<file path="src/rtl/mux4_rr_arbiter_if.sv">
// Bus between the four producers and the round-robin 4:1 mux arbiter.
// The producer side drives requests and data; the arbiter drives grant, select and the output stage.
interface mux4_rr_arbiter_if #(
    parameter int WIDTH = 8
);
    logic [3:0]       req;
    logic [WIDTH-1:0] i0;
    logic [WIDTH-1:0] i1;
    logic [WIDTH-1:0] i2;
    logic [WIDTH-1:0] i3;
    logic [3:0]       gnt;
    logic             s1;
    logic             s0;
    logic [WIDTH-1:0] y;
    logic             valid;
    logic             busy;

    modport master (
        output req, i0, i1, i2, i3,
        input  gnt, s1, s0, y, valid, busy
    );

    modport slave (
        input  req, i0, i1, i2, i3,
        output gnt, s1, s0, y, valid, busy
    );
endinterface

</file>
<file path="src/rtl/mux4_rr_arbiter.sv">
// Round-robin arbiter owning a registered 4:1 mux output stage.
// Define MUX_ARB_TIMEOUT_EN to force rotation after MAX_HOLD consecutive grant cycles.
module mux4_rr_arbiter #(
    parameter int WIDTH    = 8,
    parameter int MAX_HOLD = 4
) (
    input logic              clk,
    input logic              rst,
    mux4_rr_arbiter_if.slave bus
);
    typedef enum logic {IDLE, GRANT} state_t;

    if (MAX_HOLD < 1 || MAX_HOLD > 255) begin : g_bad_max_hold
        $error("MAX_HOLD must be in 1..255");
    end

    state_t           state_q, state_d;
    logic [3:0]       gnt_q, gnt_d;
    logic [1:0]       sel_q, sel_d;
    logic [1:0]       last_q, last_d;
    logic [WIDTH-1:0] y_q, y_mux;
    logic             valid_q;
    logic [3:0]       others;
`ifdef MUX_ARB_TIMEOUT_EN
    logic [7:0]       hold_q, hold_d;
`endif

    // First set bit of r searching base+1 .. base+4 (mod 4).
    function automatic logic [1:0] rr_pick(input logic [3:0] r, input logic [1:0] base);
        logic [1:0] pick;
        logic [1:0] idx;
        logic       found;
        pick  = base;
        found = 1'b0;
        for (int j = 1; j <= 4; j++) begin
            idx = base + 2'(j);
            if (!found && r[idx]) begin
                pick  = idx;
                found = 1'b1;
            end
        end
        return pick;
    endfunction

    // In GRANT gnt_q is onehot(sel_q), so this masks off the current holder.
    assign others = bus.req & ~gnt_q;

    always_comb begin
        state_d = state_q;
        gnt_d   = gnt_q;
        sel_d   = sel_q;
        last_d  = last_q;
`ifdef MUX_ARB_TIMEOUT_EN
        hold_d  = hold_q;
`endif
        case (state_q)
            IDLE: begin
                gnt_d = 4'b0000;
                if (|bus.req) begin
                    state_d = GRANT;
                    sel_d   = rr_pick(bus.req, last_q);
                    last_d  = sel_d;
                    gnt_d   = 4'b0001 << sel_d;
`ifdef MUX_ARB_TIMEOUT_EN
                    hold_d  = '0;
`endif
                end
            end
            GRANT: begin
                if (!bus.req[sel_q]) begin
                    if (|others) begin
                        sel_d  = rr_pick(others, sel_q);
                        last_d = sel_d;
                        gnt_d  = 4'b0001 << sel_d;
`ifdef MUX_ARB_TIMEOUT_EN
                        hold_d = '0;
`endif
                    end else begin
                        state_d = IDLE;
                        gnt_d   = 4'b0000;
                    end
                end
`ifdef MUX_ARB_TIMEOUT_EN
                else if (hold_q == 8'(MAX_HOLD - 1)) begin
                    hold_d = '0;
                    if (|others) begin
                        sel_d  = rr_pick(others, sel_q);
                        last_d = sel_d;
                        gnt_d  = 4'b0001 << sel_d;
                    end
                end else if (hold_q != 8'hFF) begin
                    hold_d = hold_q + 8'd1;
                end
`endif
            end
            default: begin
                state_d = IDLE;
                gnt_d   = 4'b0000;
            end
        endcase
    end

    always_comb begin
        case (sel_q)
            2'd0:    y_mux = bus.i0;
            2'd1:    y_mux = bus.i1;
            2'd2:    y_mux = bus.i2;
            default: y_mux = bus.i3;
        endcase
    end

    always_ff @(posedge clk) begin
        if (rst) begin
            state_q <= IDLE;
            gnt_q   <= 4'b0000;
            sel_q   <= 2'd0;
            last_q  <= 2'd3;
            y_q     <= '0;
            valid_q <= 1'b0;
`ifdef MUX_ARB_TIMEOUT_EN
            hold_q  <= '0;
`endif
        end else begin
            state_q <= state_d;
            gnt_q   <= gnt_d;
            sel_q   <= sel_d;
            last_q  <= last_d;
            // y holds its last value once the grant drops.
            y_q     <= (state_q == GRANT) ? y_mux : y_q;
            valid_q <= (state_q == GRANT);
`ifdef MUX_ARB_TIMEOUT_EN
            hold_q  <= hold_d;
`endif
        end
    end

    assign bus.gnt   = gnt_q;
    assign bus.s1    = sel_q[1];
    assign bus.s0    = sel_q[0];
    assign bus.y     = y_q;
    assign bus.valid = valid_q;
    assign bus.busy  = (state_q == GRANT);
endmodule

</file>
<file path="src/flat_wrapper.sv">
// flat-port wrapper written by rule: the top's interface ports become plain ports
module mux4_rr_arbiter_flat 
#(
    parameter int WIDTH    = 8,
    parameter int MAX_HOLD = 4
)
  (clk, rst, bus_req, bus_i0, bus_i1, bus_i2, bus_i3, bus_gnt, bus_s1, bus_s0, bus_y, bus_valid, bus_busy);
  mux4_rr_arbiter_if #(.WIDTH(WIDTH)) bus_i ();
  input logic clk;
  input logic rst;
  input wire logic [$bits(bus_i.req)-1:0] bus_req;
  input wire logic [$bits(bus_i.i0)-1:0] bus_i0;
  input wire logic [$bits(bus_i.i1)-1:0] bus_i1;
  input wire logic [$bits(bus_i.i2)-1:0] bus_i2;
  input wire logic [$bits(bus_i.i3)-1:0] bus_i3;
  output wire logic [$bits(bus_i.gnt)-1:0] bus_gnt;
  output wire logic [$bits(bus_i.s1)-1:0] bus_s1;
  output wire logic [$bits(bus_i.s0)-1:0] bus_s0;
  output wire logic [$bits(bus_i.y)-1:0] bus_y;
  output wire logic [$bits(bus_i.valid)-1:0] bus_valid;
  output wire logic [$bits(bus_i.busy)-1:0] bus_busy;
  assign bus_i.req = bus_req;
  assign bus_i.i0 = bus_i0;
  assign bus_i.i1 = bus_i1;
  assign bus_i.i2 = bus_i2;
  assign bus_i.i3 = bus_i3;
  assign bus_gnt = bus_i.gnt;
  assign bus_s1 = bus_i.s1;
  assign bus_s0 = bus_i.s0;
  assign bus_y = bus_i.y;
  assign bus_valid = bus_i.valid;
  assign bus_busy = bus_i.busy;
  mux4_rr_arbiter #(.WIDTH(WIDTH), .MAX_HOLD(MAX_HOLD)) u_core (.clk(clk), .rst(rst), .bus(bus_i));
endmodule
</file>
<file path="config.mk">
export PLATFORM = sky130hd
export DESIGN_NAME = mux4_rr_arbiter_flat
export DESIGN_NICKNAME = d
export VERILOG_FILES = /design/src/rtl/mux4_rr_arbiter_if.sv /design/src/rtl/mux4_rr_arbiter.sv /design/src/flat_wrapper.sv
export SDC_FILE = /design/constraint.sdc
export NUM_CORES = 1
export LEC_CHECK = 0
export CAP_MARGIN = 25
export CORE_AREA = 2 2 61 63
export DETAILED_ROUTE_END_ITERATION = 6
export DIE_AREA = 0 0 63 65
export PLACE_DENSITY = 0.75
export SLEW_MARGIN = 15
export SYNTH_ARGS = -nofsm -noshare
export SYNTH_HDL_FRONTEND = slang
export SYNTH_SLANG_ARGS = --single-unit
</file>
<file path="constraint.sdc">
create_clock -name clk -period 2.6 [get_ports clk]
set_clock_uncertainty 0.15 [all_clocks]
set_input_delay 0.65 -clock clk [delete_from_list [all_inputs] [get_ports clk]]
set_output_delay 0.65 -clock clk [all_outputs]
set_load 0.05 [all_outputs]
</file>
==> run metrics, run 1 <==
outcome=completed; ant diodes=0; gpl congestion=0.903; Final ANT Viol Nets=0; Seq/Total Area, Yosys=0.276; fraction of registers with async set/reset=0; final net count=271; via density per instance=5.36; die width=63 um; Distinct cells, synth=50; cell area after synthesis=1300 sq um; Buf/Inv on CP=2; number of CTS-inserted buffers=3; maximum resistive drop on vdd=0.405 mV; period utilisation layout=0.946; YS warnings=0; # hold bufs at CTS=0; Detail Placement HPWL=3280 um; Pleak=0.835 nW; Post-CTS Resized=0; Worst EP required=1800 ps; first-pass GRT wire length=6850 um; total wire length=4150 um; min-delay src=u_core.bus.y[5]; drt drc=0; CTS tree=done; final std cells w/o fill=276; Pwr Density=748 nW/um^2; Ports=54; dpl cells=272; area delta synth->final=59.3%; Initial Util=0.373; Min-Delay Path Class=reg -> reg; Final Hold Fails=0; Port-buffer cells=53; largest net degree at the start of global routing=17; grt ovf=0; cells along the critical path=buf_4 > clkdlybuf4s50_1; Total GRT Usage=0.214; synthesized area per cell=8.36 sq um; CP top delay family=buffers and inverters; fin. max-slew vios=0; vias in the first global route=1396; final core utilization=0.594; Worst Path Max Fanout=10; vias after detailed routing=1480; H-tree Lvls=1; Post-synth EDFFs=0; layout cells sized above 1=0.175; launch point of the worst reg-to-reg path=u_core.sel_q[0]; Crit. Startpoint=u_core.sel_q[1]; Final Setup Violations=0; Rel. slew slack=0.658; CTS Root Cell=clkbuf_4; DRT iter0 DRCs=122; fmax=0.407 GHz; Chip Height=65 um; max cap viols=0; post-synth top area share=0.276; postcts setup bufs=0; row count=22; Crit Path Category=reg -> out; Pre-antenna DRT Iters=4; Yosys reg bits=18; most common cell after layout, fill and taps aside=clkdlybuf4s50_1; Worst Tran Pin Value=512 ps; clock period minus worst slack=2460 ps; crit end category=primary output; RSZ-0062 raised after global routing=false; initial antenna violation count=0; CP Launch Type=register; most frequent cells in the layout=52 x clkdlybuf4s50_1, 26 x buf_4, 16 x nor2_1, 16 x dfxtp_1, 12 x o21ai_0; clock sinks=18; hold_ws=353 ps; top area cells in the synthesized netlist=dfxtp_1 28%, mux2i_1 6.9%, a222oi_1 6.1%; critical path's slowest cell=clkdlybuf4s50_1; top_reg_cell synth=dfxtp_1; Post-Syn Nets=198; Worst path max stage delay=830 ps; clock-pin slew on the worst setup and hold paths=110 ps; core area=3500 sq um; WL/cell=15.0 um; worst-case clock buffer depth=2; crit path DAT=1660 ps; post-synthesis cell count=156; insertion delay to the later sink of the worst-skew pair=300 ps; Synth area leader=dfxtp_1; die area=4100 sq um
## power by group
part | internal [mW] | switching (mW)
Clock | 0.0854 | 0.0931
Combinational | 0.432 | 0.535
Sequential | 0.337 | 0.0700
## worst min-delay path: cells and delay by family (launching register included)
kind             cells  cell delay [ps]
DFF                  1              340
muxes                1               60
and+or+nand+nor      1               80
## registers in the layout, summed over array words and instances (netlist names)
name              flops
u_core.last_q         2
u_core.bus.gnt        4
u_core.bus.busy       1
u_core.sel_q          2
u_core.bus.valid      1
u_core.bus.y          8
## final cells by class
cell class | count | area, sq um
timing repair buffer | 78 | 716
inverter | 7 | 26.3
clock buffer | 4 | 36.3
fill | 337 | 1420
tap | 48 | 60.1
multi-input combinational | 121 | 871
sequential | 18 | 368
## final timing paths
path,slack [ps],depth (start not counted),endpoint
setup / recovery,140,2,bus_s1
hold / removal,350,2,u_core.bus.y[5]
setup reg to reg,170,7,u_core.last_q[0]
hold reg to reg,350,2,u_core.bus.y[5]
## synthesized netlist by cell type (all sizes together) (4+ instances only)
cell type / number
a21oi: 5
a222oi: 8
clkbuf: 7
dfxtp: 18
ha: 4
inv: 7
mux2i: 9
nand2: 12
nand2b: 5
nor2: 16
nor3: 4
o21ai: 13
## metrics by stage
| step | instance area [sq um] | power [mW] | setup TNS, ps | setup WS [ps] |
|---|---|---|---|---|
| final | 2080 | 1.55 | 0 | 140 |
| after global routing | 2080 | 1.66 | 0 | 35.1 |
| after CTS | 2080 | 1.54 | 0 | 131 |
| after detailed placement | 2040 | 1.37 | -477 | -146 |
| after global placement | 2040 | 1.36 | -405 | -126 |
| after floorplan | 1310 | 1.00 | 0 | 17.1 |
## metal layers
metal / wire length [um] / track usage
met2: 1970 / 0.350
met1: 1960 / 0.290
met3: 133 / 0.0191
met5: 0 / 0
met4: 78 / 0.0889
## cell families (layout without fill, tap and decap cells)
family,after synthesis,in the layout,share of synthesized area
AO/OA/AOI/OAI,50,50,0.304
adder cells (fa/ha/maj),4,4,0.0384
buffers and inverters,17,89,0.0557
flip-flops,18,18,0.276
multiplexers,11,11,0.0950
AND/OR/NAND/NOR,56,56,0.230
Note: power is estimated with default switching activity, not from simulation.
==> inputs of run 2 (changes only) <==
--- a/config.mk
+++ b/config.mk
@@ -9,7 +9,7 @@
 export CORE_AREA = 2 2 61 63
 export DETAILED_ROUTE_END_ITERATION = 6
 export DIE_AREA = 0 0 63 65
-export PLACE_DENSITY = 0.75
+export PLACE_DENSITY = 0.74
 export SLEW_MARGIN = 15
 export SYNTH_ARGS = -nofsm -noshare
 export SYNTH_HDL_FRONTEND = slang
==> run 2 against run 1 <==
Net effect: first-iteration DRC count is 7.4% lower; clock-buffer cell count is the same; hold slack got worse by 1.4 ps; via count is 2.2% higher; register-to-register slack hardly changed; critical path depth unchanged; utilization is 0.64 points higher; non-clock buffer count rose by 3; clock power about the same; fmax about the same; wire length hardly changed; critical path type unchanged; largest cell class unchanged; largest power group unchanged; highest routed layer unchanged.
==> run metrics, run 2 (synthesis gave the netlist of run 1 again) <==
Final ANT Viol Nets=0 (unchanged); Detail Placement HPWL=3280 um (-0.12%); final net count=274 (+1.1%); WL/cell=14.9 um (-1.0%); Final Setup Violations=0 (unchanged); Design Power=1.55 mW (about the same); Crit Path Category=reg -> out; most frequent cells in the layout=52 x clkdlybuf4s50_1, 29 x buf_4, 16 x nor2_1, 16 x dfxtp_1, 12 x o21ai_0; area delta synth->final=61.0%; max cap viols=0 (unchanged); Post-CTS Resized=0 (unchanged); outcome=completed; grt ovf=0 (unchanged); Pleak=0.849 nW (+1.6%); Place WS=-122 ps (+24.7 ps); H-tree Lvls=1 (unchanged); met3 Use GR=0.0156 (-0.00347); # hold bufs at CTS=0 (unchanged); Total GRT Usage=0.208 (-0.00644); Ports=54 (unchanged); Initial Util=0.373 (unchanged); postcts setup bufs=0 (unchanged); r2r worst-path depth=7 (unchanged); setup TNS=0 ps (unchanged); drt drc=0 (unchanged); most common cell after layout, fill and taps aside=clkdlybuf4s50_1; worst-case clock buffer depth=2 (unchanged); die width=63 um (unchanged); Worst Path Max Fanout=10 (unchanged); layout cells sized above 1=0.186 (+0.0107); clock-pin slew on the worst setup and hold paths=110 ps (about the same); fmax=0.407 GHz (about the same); Pre-antenna DRT Iters=5 (+1); Pwr Density=740 nW/um^2 (-1.1%); ant diodes=0 (unchanged); grt peak-use layer=met2; routing usage on met1=0.281 (-0.00974); setup slack, reg-to-reg=170 ps (about the same); Min-Delay Path Class=reg -> reg; CP Launch Type=register; initial antenna violation count=0 (unchanged); row count=22 (unchanged); CTS Root Cell=clkbuf_4; vias in the first global route=1348 (-3.4%); clock sinks=18 (unchanged); Chip Height=65 um (unchanged); die area=4100 sq um (unchanged); DRT iter0 DRCs=113 (-7.4%); via density per instance=5.42 (+1.1%); min-delay src=u_core.bus.y[4]; crit end category=primary output; Worst EP required=1800 ps (about the same); clock period minus worst slack=2460 ps (-1.41 ps); Hold Path Cell Cnt=2 (unchanged); insertion delay to the later sink of the worst-skew pair=310 ps (about the same); Final Hold Fails=0 (unchanged); crit path DAT=1660 ps (about the same); vias after detailed routing=1512 (+2.2%); gpl congestion=0.942 (+4.4%); max reg flops=8 (unchanged); maximum resistive drop on vdd=0.410 mV (+1.4%); Port-buffer cells=53 (unchanged); CTS tree=done; core area=3500 sq um (unchanged); hold_ws=352 ps (-1.44 ps); first-pass GRT wire length=6720 um (-1.9%); met2 Resource Use GR=0.343 (-0.00665); RSZ-0062 raised after global routing=false; setup slack after layout=142 ps (+1.41 ps); worst r2r dst=u_core.last_q[0]; Hold Crit Endpoint=u_core.bus.y[4]; final instance area=2100 sq um (+1.1%); launch point of the worst reg-to-reg path=u_core.sel_q[0]; Worst Tran Pin Value=509 ps (-2.87 ps); number of CTS-inserted buffers=3 (unchanged); period utilisation layout=0.946 (about the same); DP Area=2060 sq um (+1.1%); total wire length=4150 um (about the same); Rel. slew slack=0.660 (+0.00192); largest net degree at the start of global routing=17 (unchanged); fin. max-slew vios=0 (unchanged)
==> run 2: critical path, stage by stage (launching register included) <==
cell and delay, ps:
dfxtp_4 350, buf_4 170, clkdlybuf4s50_1 830
==> run 2: layout make-up <==
type	instances	area (sq um)
Fill cell	308	1400
Multi-Input combinational cell	121	871
Timing Repair Buffer	81	738
Inverter	7	26.3
Tap cell	48	60.1
Sequential cell	18	368
Clock buffer	4	36.3
==> run 2: worst max-delay path by stage <==
stage	from	end	slack [ps]
floorplan	u_core.sel_q[0]	u_core.last_q[0]	20
global placement	bus_req[1]	u_core.last_q[0]	-90
detailed placement	bus_req[1]	u_core.last_q[0]	-120
CTS	u_core.sel_q[1]	bus_s1	140
global route	u_core.sel_q[0]	u_core.bus.gnt[1]	60
finish	u_core.sel_q[1]	bus_s1	140
==> run 2: power by group <==
part / total [mW] / switching [mW] / internal [mW]
sequential: 0.411 / 0.0739 / 0.337
clock: 0.178 / 0.0928 / 0.0856
combinational: 0.964 / 0.527 / 0.437
total: 1.55 / 0.694 / 0.859
==> run 2: through the flow <==
stage,instances,utilization
6_report,279,0.601
5_1_grt,279,0.601
4_1_cts,279,0.601
3_5_place_dp,275,0.590
3_3_place_gp,275,0.590
2_1_floorplan,156,-
==> run 2: routing by layer <==
layer  vias to the layer above  part of all wire
met1                       693              0.45
met5                         -                 0
li1                        752                 -
met4                         0             0.019
met3                         7             0.054
met2                        60              0.48
